===== src/rtl/mem_arb_pkg.sv =====
// Shared types and constants for the unified-memory arbiter
// and the peripheral sequencers built on its wait counter.
package mem_arb_pkg;

  typedef enum logic [1:0] {
    ARB_IDLE,
    ARB_ACCESS,
    ARB_DONE
  } arb_state_e;

  localparam logic REQ_CORE = 1'b0;
  localparam logic REQ_DBG  = 1'b1;

  localparam int CNT_W = 4;

endpackage


===== src/rtl/wait_counter.sv =====
// Loadable down-counter with a zero flag; holds at zero
// rather than wrapping so an idle counter stays quiet.
import mem_arb_pkg::*;

module wait_counter #(
  parameter int W = CNT_W
) (
  input  logic         clk,
  input  logic         rst,
  input  logic         load,
  input  logic [W-1:0] load_val,
  input  logic         en,
  output logic         zero
);

  logic [W-1:0] cnt_q, cnt_d;

  always_comb begin
    cnt_d = cnt_q;
    if (load) begin
      cnt_d = load_val;
    end else if (en && (cnt_q != '0)) begin
      cnt_d = cnt_q - 1'b1;
    end
  end

  always_ff @(posedge clk or posedge rst) begin
    if (rst) begin
      cnt_q <= '0;
    end else begin
      cnt_q <= cnt_d;
    end
  end

  assign zero = (cnt_q == '0);

endmodule


===== src/rtl/mem_arbiter.sv =====
// Round-robin arbiter/sequencer giving the core FSM or the
// debug/loader port access to the unified memory.
import mem_arb_pkg::*;

module mem_arbiter #(
  parameter int WIDTH   = 32,
  parameter int LATENCY = 1
) (
  input  logic             clk,
  input  logic             reset,
  input  logic             core_req,
  input  logic             core_we,
  input  logic [WIDTH-1:0] core_adr,
  input  logic [WIDTH-1:0] core_wd,
  output logic             core_ready,
  input  logic             dbg_req,
  input  logic             dbg_we,
  input  logic [WIDTH-1:0] dbg_adr,
  input  logic [WIDTH-1:0] dbg_wd,
  output logic             dbg_ready,
  output logic [WIDTH-1:0] rdata,
  output logic             mem_we,
  output logic [WIDTH-1:0] mem_adr,
  output logic [WIDTH-1:0] mem_wd,
  input  logic [WIDTH-1:0] mem_rd,
  output logic             busy,
  output logic             gnt_id
);

  localparam logic [CNT_W-1:0] LOAD_VAL = CNT_W'(LATENCY - 1);

  arb_state_e       state_q, state_d;
  logic             gnt_q, gnt_d;
  logic             we_q, we_d;
  logic             mem_we_q, mem_we_d;
  logic [WIDTH-1:0] adr_q, adr_d;
  logic [WIDTH-1:0] wd_q, wd_d;
  logic [WIDTH-1:0] rdata_q, rdata_d;
  logic             pick;
  logic             cnt_load, cnt_en, cnt_zero;

  wait_counter #(.W(CNT_W)) u_wait (
    .clk      (clk),
    .rst      (reset),
    .load     (cnt_load),
    .load_val (LOAD_VAL),
    .en       (cnt_en),
    .zero     (cnt_zero)
  );

  always_comb begin
    state_d  = state_q;
    gnt_d    = gnt_q;
    we_d     = we_q;
    mem_we_d = 1'b0;
    adr_d    = adr_q;
    wd_d     = wd_q;
    rdata_d  = rdata_q;
    cnt_load = 1'b0;
    cnt_en   = 1'b0;
    // On a tie the side that did not win last time goes next
    pick = (core_req & dbg_req) ? ~gnt_q : dbg_req;
    unique case (state_q)
      ARB_IDLE: begin
        if (core_req | dbg_req) begin
          state_d  = ARB_ACCESS;
          gnt_d    = pick;
          cnt_load = 1'b1;
          if (pick == REQ_DBG) begin
            adr_d = dbg_adr;
            wd_d  = dbg_wd;
            we_d  = dbg_we;
          end else begin
            adr_d = core_adr;
            wd_d  = core_wd;
            we_d  = core_we;
          end
          mem_we_d = we_d;
        end
      end
      ARB_ACCESS: begin
        if (cnt_zero) begin
          state_d = ARB_DONE;
          if (!we_q) begin
            rdata_d = mem_rd;
          end
        end else begin
          cnt_en = 1'b1;
        end
      end
      ARB_DONE: begin
        state_d = ARB_IDLE;
      end
      default: begin
        state_d = ARB_IDLE;
      end
    endcase
  end

  always_ff @(posedge clk or posedge reset) begin
    if (reset) begin
      state_q  <= ARB_IDLE;
      gnt_q    <= REQ_DBG;
      we_q     <= 1'b0;
      mem_we_q <= 1'b0;
      adr_q    <= '0;
      wd_q     <= '0;
      rdata_q  <= '0;
    end else begin
      state_q  <= state_d;
      gnt_q    <= gnt_d;
      we_q     <= we_d;
      mem_we_q <= mem_we_d;
      adr_q    <= adr_d;
      wd_q     <= wd_d;
      rdata_q  <= rdata_d;
    end
  end

  assign core_ready = (state_q == ARB_DONE) && (gnt_q == REQ_CORE);
  assign dbg_ready  = (state_q == ARB_DONE) && (gnt_q == REQ_DBG);
  assign busy       = (state_q != ARB_IDLE);
  assign gnt_id     = gnt_q;
  assign mem_we     = mem_we_q;
  assign mem_adr    = adr_q;
  assign mem_wd     = wd_q;
  assign rdata      = rdata_q;

endmodule


===== config.mk =====
export PLATFORM = sky130hd
export DESIGN_NAME = mem_arbiter
export DESIGN_NICKNAME = d
export VERILOG_FILES = /design/src/rtl/mem_arb_pkg.sv /design/src/rtl/wait_counter.sv /design/src/rtl/mem_arbiter.sv
export SDC_FILE = /design/constraint.sdc
export NUM_CORES = 1
export LEC_CHECK = 0
export CORE_ASPECT_RATIO = 1.5
export CORE_MARGIN = 5
export CORE_UTILIZATION = 42
export CTS_CLUSTER_SIZE = 16
export DETAILED_ROUTE_END_ITERATION = 8
export GPL_ROUTABILITY_DRIVEN = 0
export PLACE_DENSITY = 0.92
export SYNTH_ARGS = -nofsm -noshare
export SYNTH_HDL_FRONTEND = slang
export SYNTH_SLANG_ARGS = --single-unit

===== constraint.sdc =====
create_clock -name clk -period 5.62 [get_ports clk]
set_input_delay 0.843 -clock clk [delete_from_list [all_inputs] [get_ports clk]]
set_output_delay 0.843 -clock clk [all_outputs]
set_load 0.01 [all_outputs]

==> results of run 1 <==
per-stage QoR:
stage / cells / hold slack, ps / util [%]
2_1_floorplan: 474 / 465 / -
3_3_place_gp: 851 / 485 / 67.3
3_5_place_dp: 851 / 496 / 67.3
4_1_cts: 867 / 516 / 70.1
5_1_grt: 867 / 525 / 70.1
6_report: 868 / 513 / 70.1
cell usage after synthesis, types with 2 or more instances:
library cell,number,share of area (%)
clkbuf_1,29,2.3
ha_1,2,0.52
nor3b_1,2,0.31
mux2_2,2,0.47
inv_1,5,0.39
a21oi_1,67,7.0
o21ai_0,4,0.42
buf_1,7,0.55
dfrtp_1,104,54
mux2i_1,2,0.42
mux2_4,30,9.4
nand2_1,129,10
buf_12,3,1.3
a31oi_1,64,8.4
or3_1,2,0.26
nor2_1,5,0.39
power by group through the flow:
stage | clock network, mW | logic, mW | registers, mW
2_1_floorplan | 0 | 0.903 | 1.53
5_1_grt | 0.685 | 2.29 | 1.44
4_1_cts | 0.656 | 2.16 | 1.39
3_5_place_dp | 0 | 2.15 | 1.39
6_report | 0.649 | 2.15 | 1.39
3_3_place_gp | 0 | 2.08 | 1.37
cell families after synthesis:
group / Yosys count / share of synthesized area (%)
multiplexers: 34 / 10.3
AO/OA/AOI/OAI: 141 / 16.9
AND/OR/NAND/NOR: 147 / 12.5
buffers and inverters: 45 / 4.71
adder cells (fa/ha/maj): 2 / 0.524
flip-flops: 105 / 55.0
worst register-to-register path, stage by stage, from the launching register on:
cell and delay (ps):
dfrtp_1 450, nor2_4 120, buf_4 530, inv_1 290, nor2_4 500, buf_4 510, a31oi_1 190
placed cells by master (no fill, tap or decap), types with 2 or more instances in the layout:
cell	instances
a21oi_1	67
a31oi_1	64
buf_4	4
clkbuf_16	9
clkbuf_8	2
clkdlybuf4s50_1	266
dfrtp_1	104
ha_1	2
inv_1	4
inv_6	2
mux2_2	2
mux2_4	30
mux2i_1	2
nand2_1	129
nor2_1	3
nor2_4	2
nor3b_1	2
o21ai_0	4
registers in the layout, summed over array words and instances, names as in the netlist:
| name | cells |
|---|---|
| mem_adr | 32 |
| mem_we | 1 |
| mem_wd | 32 |
| we_q | 1 |
| rdata | 32 |
| u_wait.cnt_q | 4 |
| state_q | 2 |
| gnt_id | 1 |
metal layers:
layer / routed length (um) / GRT usage (%) / up-vias
met5: 0 / 0 / -
met4: 628 / 9.99 / 0
met3: 1210 / 5.83 / 44
met2: 8480 / 39.8 / 283
met1: 5610 / 23.8 / 2200
li1: - / - / 2131
worst paths after layout:
kind	start	endpoint	cells past startpoint
worst max-delay path	state_q[0]$_DFFE_PP0P_	busy	4
worst min-delay path	rdata[5]$_DFFE_PP0P_	rdata[5]$_DFFE_PP0P_	1
worst max register to register	state_q[0]$_DFFE_PP0P_	mem_wd[5]$_DFFE_PP0P_	6
worst min register to register	rdata[5]$_DFFE_PP0P_	rdata[5]$_DFFE_PP0P_	1
max in group asynchronous	reset	mem_wd[30]$_DFFE_PP0P_	3
min in group asynchronous	reset	rdata[23]$_DFFE_PP0P_	2
cell type report:
class                           count  area share [%]
Sequential cell                   105            33.7
Multi-Input combinational cell    324            25.0
Timing Repair Buffer              270            34.5
Clock inverter                      5           0.787
Tap cell                          147            2.36
Inverter                            5           0.273
Clock buffer                       11            3.24
Antenna cell                        1          0.0321
==> run_results.csv, run 1 <==
group,metric,value,unit
outcome,status,"complete, no violations",
sta,hold_viol,0,
placed_design,port-buffer-count,266,
clock_network,clock_path_buffers,2,
sta,worst_pin_slew,1310,ps
detailed_routing,first_pass_iters,5,
clock_network,cts_tree,"yes",
sta,rsz0062_at_grt,"no",
detailed_routing,routedWlPerCell,18.3,um
logic_synthesis,syn-cell-area,0.00478,mm2
clock_network,clk_latency,340,ps
clock_network,cts_setup_buffers,0,
sta,finClkSkew,9.25,ps
sta,slew_violations,0,
power_and_ir_drop,powerDensity,537,mW/mm2
power_and_ir_drop,internal_power,2.70,mW
logic_synthesis,syn_area_per_cell,10.1,um2
worst_setup_path,end_kind,"output port",
worst_setup_path,slowest_stage,"clkdlybuf4s50_1",
power_and_ir_drop,power.net_switching,1.49,mW
floorplan,io-pin-count,267,
power_and_ir_drop,p_comb_share,51.2,%
finish,seqCellArea,0.00263,mm2
finish,nFillCells,762,
floorplan,placeableCoreArea,0.0111,mm2
global_routing,grt_use_total,21.9,%
placed_design,dp_slack,2540,ps
global_routing,grt_antenna_before_repair,0,
floorplan,dieHeight,141,um
clock_network,cts-htree-levels,3,
worst_setup_path,cpPeakStageDelay,570,ps
sta,max_freq,320,MHz
global_routing,grt_pass1_vias,4913,
worst_setup_path,crit_fanout,67,
detailed_routing,num_vias,4658,
detailed_routing,vias_per_cell,5.37,
detailed_routing,remaining_drc_errors,0,
sta,setup_slack,2490,ps
finish,area_growth,63.1,%
finish,multiInputGateArea,0.00195,mm2
worst_setup_path,crit_type,"flop to output port",
clock_network,cts_buffers,9,
detailed_routing,ant_nets,0,
job,cap_violations,0,
global_routing,grt_pass1_wl,24.3,mm
placed_design,hpwl,11.8,mm
logic_synthesis,postSynthCellCount,474,
power_and_ir_drop,switching_share,35.6,%
sta,relSlewSlack,12.9,%
finish,layout-drive-gt1-share,8.75,%
floorplan,std_cell_rows,47,
clock_network,ctsResizeCount,0,
worst_setup_path,crit_chain,"nor2_4 -> buf_4 -> inv_1 -> clkdlybuf4s50_1",
worst_setup_path,start_kind,"flop",
power_and_ir_drop,leakage,3.31,nW
sta,fin_crit,3130,ps
global_routing,grt_max_degree,68,
logic_synthesis,ys_seq_area_share,55.0,%
worst_hold_path,hp-class,"flop to flop",
clock_network,cts.sinks,105,
sta,finalCritPeriodShare,55.6,%
logic_synthesis,ys_ff_latch,105,
logic_synthesis,synthFlopType,"dfrtp_1",
power_and_ir_drop,p_seq_share,33.3,%
finish,final_area,0.00779,mm2
logic_synthesis,ys_async_sr_fraction,100,%
worst_setup_path,crit_arrival,2280,ps
sta,setup_viol,0,
floorplan,dieArea,0.0137,mm2
power_and_ir_drop,max-vdd-ir-drop,251,uV
detailed_routing,wl,15.9,mm
power_and_ir_drop,pwr-share-clk,15.5,%
worst_setup_path,crit_family,"buffers and inverters",
global_routing,overflow,0,
logic_synthesis,synth-edff-count,0,
logic_synthesis,yosys_warnings,0,
worst_setup_path,crit_buf_inv,3,
clock_network,path_clk_slew,70,ps
floorplan,initial_utilization,43.0,%
clock_network,holdBufCountCts,0,
logic_synthesis,ys_types,33,
power_and_ir_drop,power,4.19,mW
sta,fin_tns_setup,0,ps
worst_setup_path,crit_required,4780,ps
finish,final_nets,883,
floorplan,fp.dieW,97.1,um
worst_setup_path,r2r_slack,2890,ps
detailed_routing,drtIter0Drc,173,
placed_design,place_area,0.00748,mm2
clock_network,cts_root_buf,"clkbuf_16",
logic_synthesis,synth_nets,642,
No activity file was read; power rests on OpenSTA's default activity.
==> run 2, diff against run 1 <==
CORE_UTILIZATION = 39   (was 42)
PLACE_DENSITY = 0.86   (was 0.92)
clock period = 3 ns   (was 5.62 ns; I/O delays follow)
==> run_results.csv, run 2 (synthesis gave the netlist of run 1 again) <==
group,metric,value,unit
outcome,status,"complete, no violations",
clock_network,cts_buffers,9,
floorplan,placeableCoreArea,0.0120,mm2
worst_setup_path,start_kind,"flop",
placed_design,hpwl,11.9,mm
floorplan,std_cell_rows,49,
global_routing,grt_max_degree,68,
clock_network,clock_path_buffers,2,
placed_design,dp_slack,641,ps
detailed_routing,num_vias,4628,
sta,relSlewSlack,42.3,%
finish,mostFrequentLayoutCells,"266 x clkdlybuf4s50_1, 129 x nand2_1, 104 x dfrtp_1",
detailed_routing,routedWlPerCell,18.1,um
power_and_ir_drop,leakage,3.33,nW
global_routing,grt_use_total,21.5,%
clock_network,cts_root_buf,"clkbuf_16",
placed_design,place_inst,861,
finish,layout-drive-gt1-share,9.25,%
worst_hold_path,hold_start,"u_wait.cnt_q[0]$_DFFE_PP0P_",
detailed_routing,ant_nets,0,
clock_network,cts.sinks,105,
placed_design,place_area,0.00757,mm2
sta,setup_slack,627,ps
clock_network,cts_setup_buffers,0,
sta,fin_crit,2370,ps
worst_setup_path,rr_endpoint,"rdata[26]$_DFFE_PP0P_",
power_and_ir_drop,max-vdd-ir-drop,426,uV
floorplan,dieArea,0.0146,mm2
sta,finalCritPeriodShare,79.1,%
detailed_routing,remaining_drc_errors,0,
worst_hold_path,hp-class,"flop to flop",
worst_setup_path,crit_required,3220,ps
worst_setup_path,crit_end,"rdata[26]$_DFFE_PP0P_",
clock_network,ctsResizeCount,0,
worst_setup_path,r2r-start,"u_wait.cnt_q[0]$_DFFE_PP0P_",
worst_setup_path,crit_fanout,32,
floorplan,io-pin-count,267,
detailed_routing,vias_per_cell,5.28,
floorplan,initial_utilization,39.8,%
sta,hold_viol,0,
sta,rsz0062_at_grt,"no",
finish,final_area,0.00787,mm2
worst_setup_path,crit_type,"flop to flop",
worst_setup_path,end_kind,"flop",
clock_network,path_clk_slew,70,ps
worst_setup_path,r2r_slack,630,ps
sta,max_freq,421,MHz
global_routing,grt_pass1_vias,5105,
detailed_routing,wl,15.9,mm
sta,worst_pin_slew,865,ps
floorplan,dieHeight,146,um
finish,area_growth,64.7,%
placed_design,port-buffer-count,266,
finish,layoutNonFillerInstCount,877,
global_routing,overflow,0,
finish,diodes,0,
sta,hold_slack,497,ps
job,cap_violations,0,
finish,final_nets,887,
clock_network,holdBufCountCts,0,
detailed_routing,first_pass_iters,6,
sta,finClkSkew,10.8,ps
detailed_routing,drtIter0Drc,150,
finish,final_common_cell,"clkdlybuf4s50_1",
floorplan,fp.dieW,100,um
sta,slew_violations,0,
clock_network,clk_latency,330,ps
clock_network,cts_tree,"yes",
worst_setup_path,crit_arrival,2590,ps
worst_setup_path,r2r_cells,6,
sta,setup_viol,0,
sta,fin_tns_setup,0,ps
power_and_ir_drop,powerDensity,993,mW/mm2
worst_setup_path,startpoint,"u_wait.cnt_q[0]$_DFFE_PP0P_",
global_routing,grt_pass1_wl,25.3,mm
global_routing,grt_antenna_before_repair,0,
clock_network,cts-htree-levels,3,
## run 2: how the worst min path moves through the flow
stage          cells after the start  slack (ps)                           to
2_1_floorplan                      1         470  u_wait.cnt_q[0]$_DFFE_PP0P_
3_3_place_gp                       1         480  u_wait.cnt_q[0]$_DFFE_PP0P_
3_5_place_dp                       1         490  u_wait.cnt_q[0]$_DFFE_PP0P_
4_1_cts                            1         500  u_wait.cnt_q[0]$_DFFE_PP0P_
5_1_grt                            1         530        rdata[22]$_DFFE_PP0P_
6_report                           1         500  u_wait.cnt_q[0]$_DFFE_PP0P_
## run 2: power by group
group	internal, mW	switching [mW]
sequential	2.15	0.452
combinational	2.23	1.79
clock	0.673	0.512
total	5.06	2.76
## run 2: worst max-delay path: stages (launching register included)
cell	delay, ps
dfrtp_1	400
inv_1	90
ha_1	210
or3b_1	390
or3_2	470
buf_4	320
mux2_4	360
## run 2: layout make-up
cell class              count  area, um2
clock buffers              10        239
clock inverters             6       65.1
fillers                   922       4150
inverters                   5       22.5
multi-input cells         324       1950
flip-flops and latches    105       2630
well taps                 153        191
repair buffers            274       2770
## run 2: through the flow
stage / power [mW] / util [%]
final: 7.81 / 65.5
after global routing: 8.30 / 65.5
after CTS: 7.90 / 65.5
after detailed placement: 6.68 / 63.0
after global placement: 6.49 / 63.0
after floorplan: 4.55 / -
## run 2: routing by layer
metal,vias up,global-route usage [%],part of all wire [%]
met5,-,0,0
met4,0,8.63,3.0
met3,38,6.24,7.8
met2,225,38.2,53
met1,2225,23.5,36
li1,2140,-,-
==> run 3, diff against run 2 <==
CORE_UTILIZATION = 35   (was 39)
PLACE_DENSITY = 0.82   (was 0.86)
clock period = 2 ns   (was 3 ns; I/O delays follow)
==> run_results.csv, run 3 (synthesis gave the netlist of run 1 again) <==
group,metric,value,unit
outcome,status,"complete, but fails checks",
outcome,violations,"setup timing",
sta,finClkSkew,7.90,ps
placed_design,port-buffer-count,266,
sta,finalCritPeriodShare,103,%
floorplan,dieArea,0.0161,mm2
worst_setup_path,crit_chain,"inv_2 -> ha_4 -> or3b_4 -> or3_4 -> clkbuf_16 -> mux2_4",
detailed_routing,vias_per_cell,5.13,
floorplan,initial_utilization,35.5,%
floorplan,fp.dieW,105,um
clock_network,clock_path_buffers,2,
clock_network,cts_buffers,9,
global_routing,grt_pass1_wl,25.0,mm
sta,rsz0062_at_grt,"yes",
floorplan,dieHeight,153,um
global_routing,grt_antenna_before_repair,0,
sta,hold_viol,0,
placed_design,hpwl,12.0,mm
finish,mostFrequentLayoutCells,"266 x clkdlybuf4s50_1, 129 x nand2_1, 104 x dfrtp_1",
floorplan,io-pin-count,267,
sta,hold_slack,398,ps
clock_network,clk_latency,340,ps
clock_network,path_clk_slew,70,ps
job,cap_violations,0,
sta,max_freq,485,MHz
detailed_routing,drtIter0Drc,156,
worst_setup_path,cpPeakStageDelay,470,ps
floorplan,std_cell_rows,52,
power_and_ir_drop,powerDensity,1480,mW/mm2
power_and_ir_drop,max-vdd-ir-drop,634,uV
clock_network,cts.sinks,105,
detailed_routing,num_vias,4662,
global_routing,gr-usage-met1,21.3,%
finish,diodes,0,
clock_network,cts-htree-levels,3,
worst_setup_path,crit_required,2230,ps
clock_network,cts_tree,"yes",
finish,nFillCells,1082,
global_routing,top_usage_layer,"met2",
sta,slew_violations,0,
worst_setup_path,slowest_stage,"or3_4",
worst_hold_path,hp-class,"input port to async pin",
finish,multiInputGateArea,0.00197,mm2
global_routing,grt_pass1_vias,4887,
power_and_ir_drop,power,12.1,mW
finish,area_growth,70.6,%
detailed_routing,first_pass_iters,4,
global_routing,grt_use_total,19.1,%
floorplan,placeableCoreArea,0.0135,mm2
worst_setup_path,crit_arrival,2290,ps
detailed_routing,routedWlPerCell,17.8,um
global_routing,use_met2,35.0,%
worst_setup_path,crit_fanout,8,
worst_setup_path,start_kind,"flop",
sta,relSlewSlack,53.9,%
detailed_routing,ant_nets,0,
detailed_routing,remaining_drc_errors,0,
sta,setup_viol,32,
sta,worst_pin_slew,691,ps
sta,setup_slack,-63.2,ps
finish,final_nets,909,
global_routing,overflow,0,
finish,final_common_cell,"clkdlybuf4s50_1",
global_routing,grt_util_met3,4.89,%
power_and_ir_drop,leakage,3.48,nW
sta,fin_crit,2060,ps
finish,layout-drive-gt1-share,12.5,%
finish,seqCellArea,0.00263,mm2
worst_setup_path,crit_type,"flop to flop",
worst_setup_path,end_kind,"flop",
global_routing,grt_max_degree,67,
detailed_routing,wl,16.1,mm
clock_network,cts_root_buf,"clkbuf_16",
==> run 3: repair_timing <==
action / 4_1_cts / 5_1_grt
setup endpoints to repair: 32 / 33
buffers inserted: 3 / 2
gates cloned: 2 / 1
hold endpoints to repair: 0 / 0
hold buffers: 0 / 0
resized for setup: 8 / 0
==> run 3: power by group <==
part,total (mW),internal (mW),switching (mW)
Combinational,6.43,3.66,2.77
Clock,1.74,0.884,0.857
Sequential,3.90,3.23,0.672
Total,12.1,7.77,4.30
==> run 3: final timing paths <==
kind	from	endpoint	slack, ps	cells after the start
min	reset	mem_wd[31]$_DFFE_PP0P_	400	3
min in group clk	dbg_adr[28]	mem_adr[28]$_DFFE_PP0P_	510	3
min reg2reg	rdata[5]$_DFFE_PP0P_	rdata[5]$_DFFE_PP0P_	510	1
max in group asynchronous	reset	gnt_id$_DFFE_PP1P_	1250	3
max reg2reg	u_wait.cnt_q[0]$_DFFE_PP0P_	rdata[14]$_DFFE_PP0P_	-60	6
max	u_wait.cnt_q[0]$_DFFE_PP0P_	rdata[14]$_DFFE_PP0P_	-60	6
==> run 3: cell type report <==
class / count / share of cell area, %
multi-input cells: 324 / 24.2
inverters: 5 / 0.276
well taps: 162 / 2.49
clock inverters: 7 / 0.829
flip-flops and latches: 105 / 32.3
clock buffers: 9 / 2.76
repair buffers: 296 / 37.2
==> run 3: through the flow <==
step / utilization [%] / cells / instance area, um2 / setup TNS (ps) / setup WS [ps]
2_1_floorplan: - / 474 / 4780 / -1340 / -44.6
3_3_place_gp: 57.3 / 884 / 7720 / -2090 / -70.4
3_5_place_dp: 57.3 / 884 / 7720 / -4330 / -146
4_1_cts: 60.2 / 905 / 8110 / -650 / -37.0
5_1_grt: 60.5 / 908 / 8150 / -2440 / -99.8
6_report: 60.5 / 908 / 8150 / -1390 / -63.2
==> run 3: worst max-delay path, delay by kind of cell (launching register included) <==
family / cells / cell delay, ps
and+or+nand+nor: 2 / 840
buffers and inverters: 2 / 300
muxes: 1 / 290
adders and majority gates: 1 / 130
DFF: 1 / 390
==> run 3: routing by layer <==
metal	vias to the layer above	share of wire, %
li1	2187	-
met1	2231	37
met2	224	54
met3	20	6.9
met4	0	2.1
met5	-	0
